`src/rtl/tile_mem_arbiter.sv`:
```
// Round-robin request arbiter and word-interleaved bank router in front of the tile SRAM.
// Optional conflict counters are built in when TILE_ARB_PERF_EN is defined.
module tile_mem_arbiter #(
  parameter int REQS            = 4,
  parameter int BANKS           = 4,
  parameter int ADDR_WIDTH      = 15,
  parameter int BANK_ADDR_WIDTH = 13,
  parameter int DATA_WIDTH      = 64
) (
  input  logic                             clk,
  input  logic                             rst,
  input  logic [REQS-1:0]                  req_valid,
  output logic [REQS-1:0]                  req_ready,
  input  logic [REQS-1:0]                  req_we,
  input  logic [REQS*ADDR_WIDTH-1:0]       req_addr,
  input  logic [REQS*DATA_WIDTH-1:0]       req_wdata,
  output logic [REQS-1:0]                  resp_valid,
  output logic [REQS*DATA_WIDTH-1:0]       resp_rdata,
  output logic [BANKS-1:0]                 bank_enable,
  output logic [BANKS-1:0]                 bank_write_en,
  output logic [BANKS*BANK_ADDR_WIDTH-1:0] bank_addr,
  output logic [BANKS*DATA_WIDTH-1:0]      bank_wdata,
  input  logic [BANKS*DATA_WIDTH-1:0]      bank_rdata,
  input  logic [BANKS-1:0]                 bank_ready
`ifdef TILE_ARB_PERF_EN
  ,
  output logic [BANKS*16-1:0]              perf_conflict_cnt
`endif
);

  localparam int BB     = $clog2(BANKS);
  localparam int IDW    = $clog2(REQS);
  localparam int WORD_W = ADDR_WIDTH - 3 - BB;

  // Handshake: a request transfers in any cycle where req_valid[r] & req_ready[r];
  // req_ready is computed from req_valid, never the other way round.

  logic [BB-1:0]              w_req_bank  [REQS];
  logic [BANK_ADDR_WIDTH-1:0] w_req_baddr [REQS];
  logic [REQS-1:0]            w_cand      [BANKS];
  logic [BANKS-1:0]           w_found;
  logic [BANKS-1:0]           w_gnt;
  logic [IDW-1:0]             w_win       [BANKS];
  logic [REQS-1:0]            w_ready;
  logic [REQS-1:0]            w_resp_vld;
  logic [REQS*3-1:0]          w_unused;

  logic [IDW-1:0]                   r_rr_ptr [BANKS];
  logic [BANKS-1:0]                 r_bank_en;
  logic [BANKS-1:0]                 r_bank_we;
  logic [BANKS*BANK_ADDR_WIDTH-1:0] r_bank_addr;
  logic [BANKS*DATA_WIDTH-1:0]      r_bank_wdata;
  logic [BANKS-1:0]                 r_s1_rd;
  logic [IDW-1:0]                   r_s1_id [BANKS];
  logic [BANKS-1:0]                 r_s2_rd;
  logic [IDW-1:0]                   r_s2_id [BANKS];

  always_comb begin
    for (int r = 0; r < REQS; r++) begin
      w_req_bank[r]  = req_addr[r*ADDR_WIDTH+3 +: BB];
      w_req_baddr[r] = '0;
      w_req_baddr[r][3 +: WORD_W] = req_addr[r*ADDR_WIDTH+3+BB +: WORD_W];
      w_unused[r*3 +: 3] = req_addr[r*ADDR_WIDTH +: 3];
    end
  end

  // Each port decodes to exactly one bank, so it can win at most one bank per cycle.
  always_comb begin
    w_ready = '0;
    for (int b = 0; b < BANKS; b++) begin
      w_found[b] = 1'b0;
      w_win[b]   = '0;
      for (int r = 0; r < REQS; r++)
        w_cand[b][r] = req_valid[r] && (w_req_bank[r] == BB'(b));
      for (int k = 0; k < REQS; k++) begin
        if (!w_found[b] && w_cand[b][(int'(r_rr_ptr[b]) + k) % REQS]) begin
          w_found[b] = 1'b1;
          w_win[b]   = IDW'((int'(r_rr_ptr[b]) + k) % REQS);
        end
      end
      w_gnt[b] = w_found[b] && bank_ready[b];
      if (w_gnt[b]) w_ready[w_win[b]] = 1'b1;
    end
  end

  assign req_ready = rst ? '0 : w_ready;

  always_ff @(posedge clk) begin
    if (rst) begin
      r_bank_en    <= '0;
      r_bank_we    <= '0;
      r_bank_addr  <= '0;
      r_bank_wdata <= '0;
      r_s1_rd      <= '0;
      r_s2_rd      <= '0;
      for (int b = 0; b < BANKS; b++) begin
        r_rr_ptr[b] <= '0;
        r_s1_id[b]  <= '0;
        r_s2_id[b]  <= '0;
      end
    end else begin
      for (int b = 0; b < BANKS; b++) begin
        r_bank_en[b] <= w_gnt[b];
        r_bank_we[b] <= w_gnt[b] && req_we[w_win[b]];
        r_s1_rd[b]   <= w_gnt[b] && !req_we[w_win[b]];
        r_s1_id[b]   <= w_win[b];
        r_s2_rd[b]   <= r_s1_rd[b];
        r_s2_id[b]   <= r_s1_id[b];
        if (w_gnt[b]) begin
          r_bank_addr[b*BANK_ADDR_WIDTH +: BANK_ADDR_WIDTH] <= w_req_baddr[w_win[b]];
          r_bank_wdata[b*DATA_WIDTH +: DATA_WIDTH] <= req_wdata[w_win[b]*DATA_WIDTH +: DATA_WIDTH];
          r_rr_ptr[b] <= (w_win[b] == IDW'(REQS-1)) ? '0 : w_win[b] + 1'b1;
        end
      end
    end
  end

  assign bank_enable   = r_bank_en;
  assign bank_write_en = r_bank_we;
  assign bank_addr     = r_bank_addr;
  assign bank_wdata    = r_bank_wdata;

  // Stage 2 lines up with the SRAM read data, one cycle after the bank saw enable.
  always_comb begin
    w_resp_vld = '0;
    resp_rdata = '0;
    for (int b = 0; b < BANKS; b++) begin
      if (!rst && r_s2_rd[b]) begin
        w_resp_vld[r_s2_id[b]] = 1'b1;
        resp_rdata[r_s2_id[b]*DATA_WIDTH +: DATA_WIDTH] = bank_rdata[b*DATA_WIDTH +: DATA_WIDTH];
      end
    end
  end

  assign resp_valid = w_resp_vld;

`ifdef TILE_ARB_PERF_EN
  logic [15:0]      r_perf [BANKS];
  logic [BANKS-1:0] w_conflict;

  always_comb begin
    for (int b = 0; b < BANKS; b++) begin
      w_conflict[b] = ($countones(w_cand[b]) >= 2) || ((|w_cand[b]) && !bank_ready[b]);
      perf_conflict_cnt[b*16 +: 16] = r_perf[b];
    end
  end

  always_ff @(posedge clk) begin
    for (int b = 0; b < BANKS; b++) begin
      if (rst)
        r_perf[b] <= '0;
      else if (w_conflict[b] && r_perf[b] != 16'hFFFF)
        r_perf[b] <= r_perf[b] + 16'd1;
    end
  end
`endif

endmodule

```
`config.mk`:
```
export PLATFORM = sky130hd
export DESIGN_NAME = tile_mem_arbiter
export DESIGN_NICKNAME = d
export VERILOG_FILES = /design/src/rtl/tile_mem_arbiter.sv
export SDC_FILE = /design/constraint.sdc
export NUM_CORES = 2
export LEC_CHECK = 0
export CAP_MARGIN = 25
export CORE_AREA = 2 2 455 457
export DETAILED_ROUTE_END_ITERATION = 12
export DIE_AREA = 0 0 457 459
export PLACE_DENSITY = 0.45
export SYNTH_ARGS = -nofsm -noshare
export SYNTH_HDL_FRONTEND = slang
export SYNTH_SLANG_ARGS = --single-unit
```
`constraint.sdc`:
```
create_clock -name clk -period 6.6 [get_ports clk]
set_clock_uncertainty 0.15 [all_clocks]
set_input_delay 0.66 -clock clk [delete_from_list [all_inputs] [get_ports clk]]
set_output_delay 0.66 -clock clk [all_outputs]
set_load 0.01 [all_outputs]
```
Word level (Yosys, flattened, before mapping)
Memory sizes are Yosys's and may differ from the RTL's.
Cells that the tools add are included.
- register bits: 324
- RAM bits: 24
- output and inout port bits: 580
- logic and storage cells: 378
- memories: 3
- memories (memory ; words ; bits a word ; rd ports ; clocked after memory_dff ; write ports ; RTL line ; text):
    r_rr_ptr ; 4 ; 2 ; 4 ; 0 ; 4 ; 48 ; logic [IDW-1:0] r_rr_ptr [BANKS];
    r_s1_id ; 4 ; 2 ; 4 ; 0 ; 4 ; 54 ; logic [IDW-1:0] r_s1_id [BANKS];
    r_s2_id ; 4 ; 2 ; 4 ; 0 ; 4 ; 56 ; logic [IDW-1:0] r_s2_id [BANKS];
- add/subtract/negate cells: 20
- $lt $le $gt $ge: 36
- equal/unequal tests: 16
- shift operators: 12
- muxes and demuxes: 159
- bitwise logic cells: 35
- reduce and logical (&&, ||, !) cells: 85
- operator list (kind ; count):
    256-bit 2-to-1 mux ; 4
    64-bit by 34-bit variable shift with 256-bit output (first input constant) ; 4
    256-bit by 9-bit indexed part select with 64-bit output ; 4
    64-bit by 34-bit indexed part select with 256-bit output ; 4
    256-bit bitwise mux ; 3
    256-bit AND ; 1
    8-bit negator with 34-bit output ; 4
    13-bit binary-select mux with 2-bit select ; 4
    13-bit 2-to-1 mux ; 8
    1-bit 2-to-1 mux ; 71
    2-bit 2-to-1 mux ; 32
    1-bit logical AND ; 52
    3-bit by 4-bit less-than comparator with 1-bit output (second input constant) ; 12
    1-bit binary-select mux with 2-bit select ; 20
    2-bit by 3-bit less-than comparator with 1-bit output (second input constant) ; 12
    4-bit 2-to-1 mux ; 9
    2-bit equality test (second input constant) ; 12
    4-bit bitwise OR ; 6
    2-bit OR reduction ; 12
    1-bit zero test ; 17
    2-bit by 1-bit adder with 2-bit output (second input constant) ; 8
    2-bit adder (second input constant) ; 8
    1-bit demux with 2-bit select ; 8
    2-bit by 1-bit greater-or-equal comparator with 1-bit output (second input constant) ; 8
    other kinds (6) ; 40

Depth between registers and ports, before layout
An unclocked memory read counts as a cell.
- word-level depth: 27
- gate-level depth with buffers: 10
- mapped depth without buffers: 7

Worst setup path before layout
OpenSTA, ideal clock, no wires.
- kind: in2out
- start: input port req_addr[48]
- end: output port req_ready[3]
- data arrival time: 2400 ps
- setup slack: 3390 ps
- stages: 9
- path buffers: 2
- cell sequence: and3_1 > buf_6 > o221a_1 > o22ai_2 > buf_2 > inv_1 > ha_1 > a222oi_1 > a21oi_1
- RTL lines (what ; RTL line ; text):
    start, declared ; 15 ; input logic [REQS*ADDR_WIDTH-1:0] req_addr,
    end, declared ; 13 ; output logic [REQS-1:0] req_ready,

==> results.json <==
{
  "status": "completed",
  "r2r-start": "r_rr_ptr[1][1]",
  "clk_pin_slew_worst_paths_ns": 0.06,
  "yosys_warnings": 0,
  "min_path_type": "reg -> reg",
  "critical_path_class": "reg -> out",
  "p_seq_share_pct": 33.2,
  "start_kind": "register",
  "post_drt_wl_per_cell_um": 31.3,
  "initial_core_util_pct": 13.7,
  "slew-limit-headroom_pct": 22.2,
  "critical_path_buf_inv_count": 3,
  "cts_inserted_buffers": 45,
  "tns_ns": 0,
  "dpl_worst_slack_ns": 1.64,
  "p_comb_share_pct": 29.4,
  "synth_area_um2": 28200,
  "yosysTopAreaCell": "dfxtp_1",
  "cap_viol_max_count": 0,
  "drc_errors": 0,
  "fin_ws_ns": 1.19,
  "placed_cells": 7075,
  "vias": 35964,
  "setup_violations": 0,
  "dpl.hpwl_um": 164000,
  "synthCells": 3549,
  "first_global_vias": 34959,
  "cts_tree": "built",
  "drive_above_1_share_pct": 5.94,
  "ir_worst_vdd_v": 0.000190,
  "instances_no_fill": 7174,
  "cp_cell_sequence": "inv_1, ha_1, nor3b_1, and4_2, buf_4, a22oi_1, a2bb2oi_1, o21ai_0, clkdlybuf4s50_1",
  "drtIter0Drc": 4001,
  "core_um2": 206000,
  "power_density_nw_per_um2": 158,
  "io_pins": 1166,
  "power.leakage_uw": 0.0144,
  "power_uw": 6920,
  "ys_top_cells_by_area": "dfxtp_1, mux2i_1, a22oi_1",
  "fin_crit_ns": 5.41,
  "cts.sinks": 336,
  "p_sw_uw": 2350,
  "postCtsSetupRepairBufs": 0,
  "ys_ff_latch": 336,
  "ctsHoldBuffers": 0,
  "reg2reg_to": "bank_wdata[116]",
  "synth.most_common_cell": "nand2_1",
  "clock.fmax_ghz": 0.185,
  "arrival_ns": 4.60,
  "design.die.area_um2": 210000,
  "endpoint_kind": "output port",
  "r2r_cells": 7,
  "seq_area_um2": 6810,
  "async_flop_share_pct": 0,
  "antenna_found_initial": 51,
  "die_x_um": 457,
  "min_period_over_period_pct": 82.0,
  "grt_max_degree": 105,
  "area_growth_pct": 54.8,
  "synth_seq_area_share_pct": 24.1,
  "reg2reg_slack_ns": 3.13,
  "dpl-instance-area_um2": 42200,
  "htreeDepth": 2,
  "swShare_pct": 33.9,
  "fp-row-count": 167,
  "overflow": 0,
  "min_to": "r_s2_id[2][0]",
  "cts-root-buf": "clkbuf_16",
  "port_buffers": 1141,
  "maxSlewViolCount": 0,
  "crit_fanout": 23,
  "slowest_delay_ns": 0.81,
  "min_from": "r_s1_id[2][0]",
  "rsz0062_at_grt": "false",
  "hold_viol": 0,
  "via_per_inst": 5.01,
  "clkPwrFrac_pct": 37.3,
  "min_path_cells": 1,
  "synth_top_area_share_pct": 23.3,
  "clk_latency_ns": 0.62,
  "multi_input_area_um2": 19300,
  "crit_required_ns": 5.79,
  "internal-power_uw": 4570,
  "yosys-top-cells-count": "nand2_1, mux2i_1, a22oi_1, dfxtp_1, o21ai_0",
  "drtAntennaViolNets": 0,
  "cts_resized": 0,
  "cp_slowest_cell": "and4_2",
  "die_y_um": 459,
  "syn_area_per_cell_um2": 7.96,
  "grt_pass1_wl_um": 304000,
  "synth_top_flop_cell": "dfxtp_1",
  "grt_use_total_pct": 20.2,
  "drt-total-wl_um": 224000,
  "tightest_slew_ns": 1.17,
  "final_cell_area_um2": 43700,
  "gp_routability_congestion": 0.893,
  "fillCellCount": 22801,
  "dr.pass1.iters": 8,
  "fin_nets": 5046,
  "ys_types": 65,
  "crit_family": "buffers and inverters",
  "clockBufferDepth": 3,
  "synth_edf_count": 8
}
[power by group through the flow]
stage               registers, µW  clock network [µW]  logic [µW]
finish                       2300                2580        2040
global route                 2310                2710        2140
CTS                          2300                2660        2040
detailed placement           2340                   0        2030
global placement             2340                   0        2020
floorplan                    2360                   0         728
[cell families after synthesis]
group | Yosys count | synth area share [%]
simple gates | 695 | 10.6
buf+inv | 523 | 8.67
flops | 336 | 24.1
compound gates | 1575 | 41.4
other cells | 1 | 0.0133
mux | 378 | 13.4
fa+ha+maj | 41 | 1.82
[stage by stage]
| step | utilization [%] | hold slack (ns) |
|---|---|---|
| floorplan | - | 0.264 |
| global placement | 20.5 | 0.277 |
| detailed placement | 20.5 | 0.284 |
| CTS | 21.2 | 0.297 |
| global route | 21.3 | 0.319 |
| finish | 21.3 | 0.296 |
[cell usage in the layout (no fill, tap or decap), drive strengths merged, types with 22 or more instances in the layout]
cell and n:
clkdlybuf4s50 1140, nand2 564, mux2i 374, a22oi 339, o21ai 337, dfxtp 328, a2bb2oi 256, o211ai 222
o221ai 148, inv 101, buf 94, a21oi 88, a222oi 78, a211oi 74, clkbuf 66, ha 41
nor2 28, diode 22
[sequential cells by signal (all words and copies together), names as in the netlist]
register and flops:
bank_addr 40, r_s2_id 8, bank_write_en 4, bank_enable 4, r_s1_id 8, r_s2_rd 4, r_rr_ptr 8, bank_wdata 256
r_s1_rd 4
[layer usage]
| layer | vias up | share of wire (%) | track usage [%] | routed length (µm) |
|---|---|---|---|---|
| li1 | 15505 | - | - | - |
| met1 | 17981 | 38 | 23.1 | 84800 |
| met2 | 2119 | 49 | 35.4 | 109000 |
| met3 | 335 | 8.3 | 4.82 | 18600 |
| met4 | 24 | 5.2 | 9.09 | 11700 |
| met5 | - | 0.070 | 0 | 156 |
[cell type report]
type | count | area share [%]
timing repair buffer | 1235 | 28.2
sequential | 336 | 15.6
antenna | 22 | 0.126
multi-input combinational | 2701 | 44.1
inverter | 100 | 0.870
clock buffer | 65 | 3.07
tap | 2704 | 7.74
clock inverter | 11 | 0.295
[worst max-delay path by stage]
| stage | cells after the start | startpoint | slack (ns) | endpoint |
|---|---|---|---|---|
| 2_1_floorplan | 9 | req_addr[48] | 3.39 | req_ready[3] |
| 3_3_place_gp | 9 | req_addr[34] | 1.68 | req_ready[3] |
| 3_5_place_dp | 9 | req_addr[34] | 1.64 | req_ready[3] |
| 4_1_cts | 8 | r_s2_id[2][0] | 1.28 | resp_rdata[177] |
| 5_1_grt | 9 | r_s2_id[0][0] | 1.14 | resp_rdata[77] |
| 6_report | 9 | r_s2_id[1][0] | 1.19 | resp_rdata[134] |
Note: power is estimated with default switching activity, not from simulation.
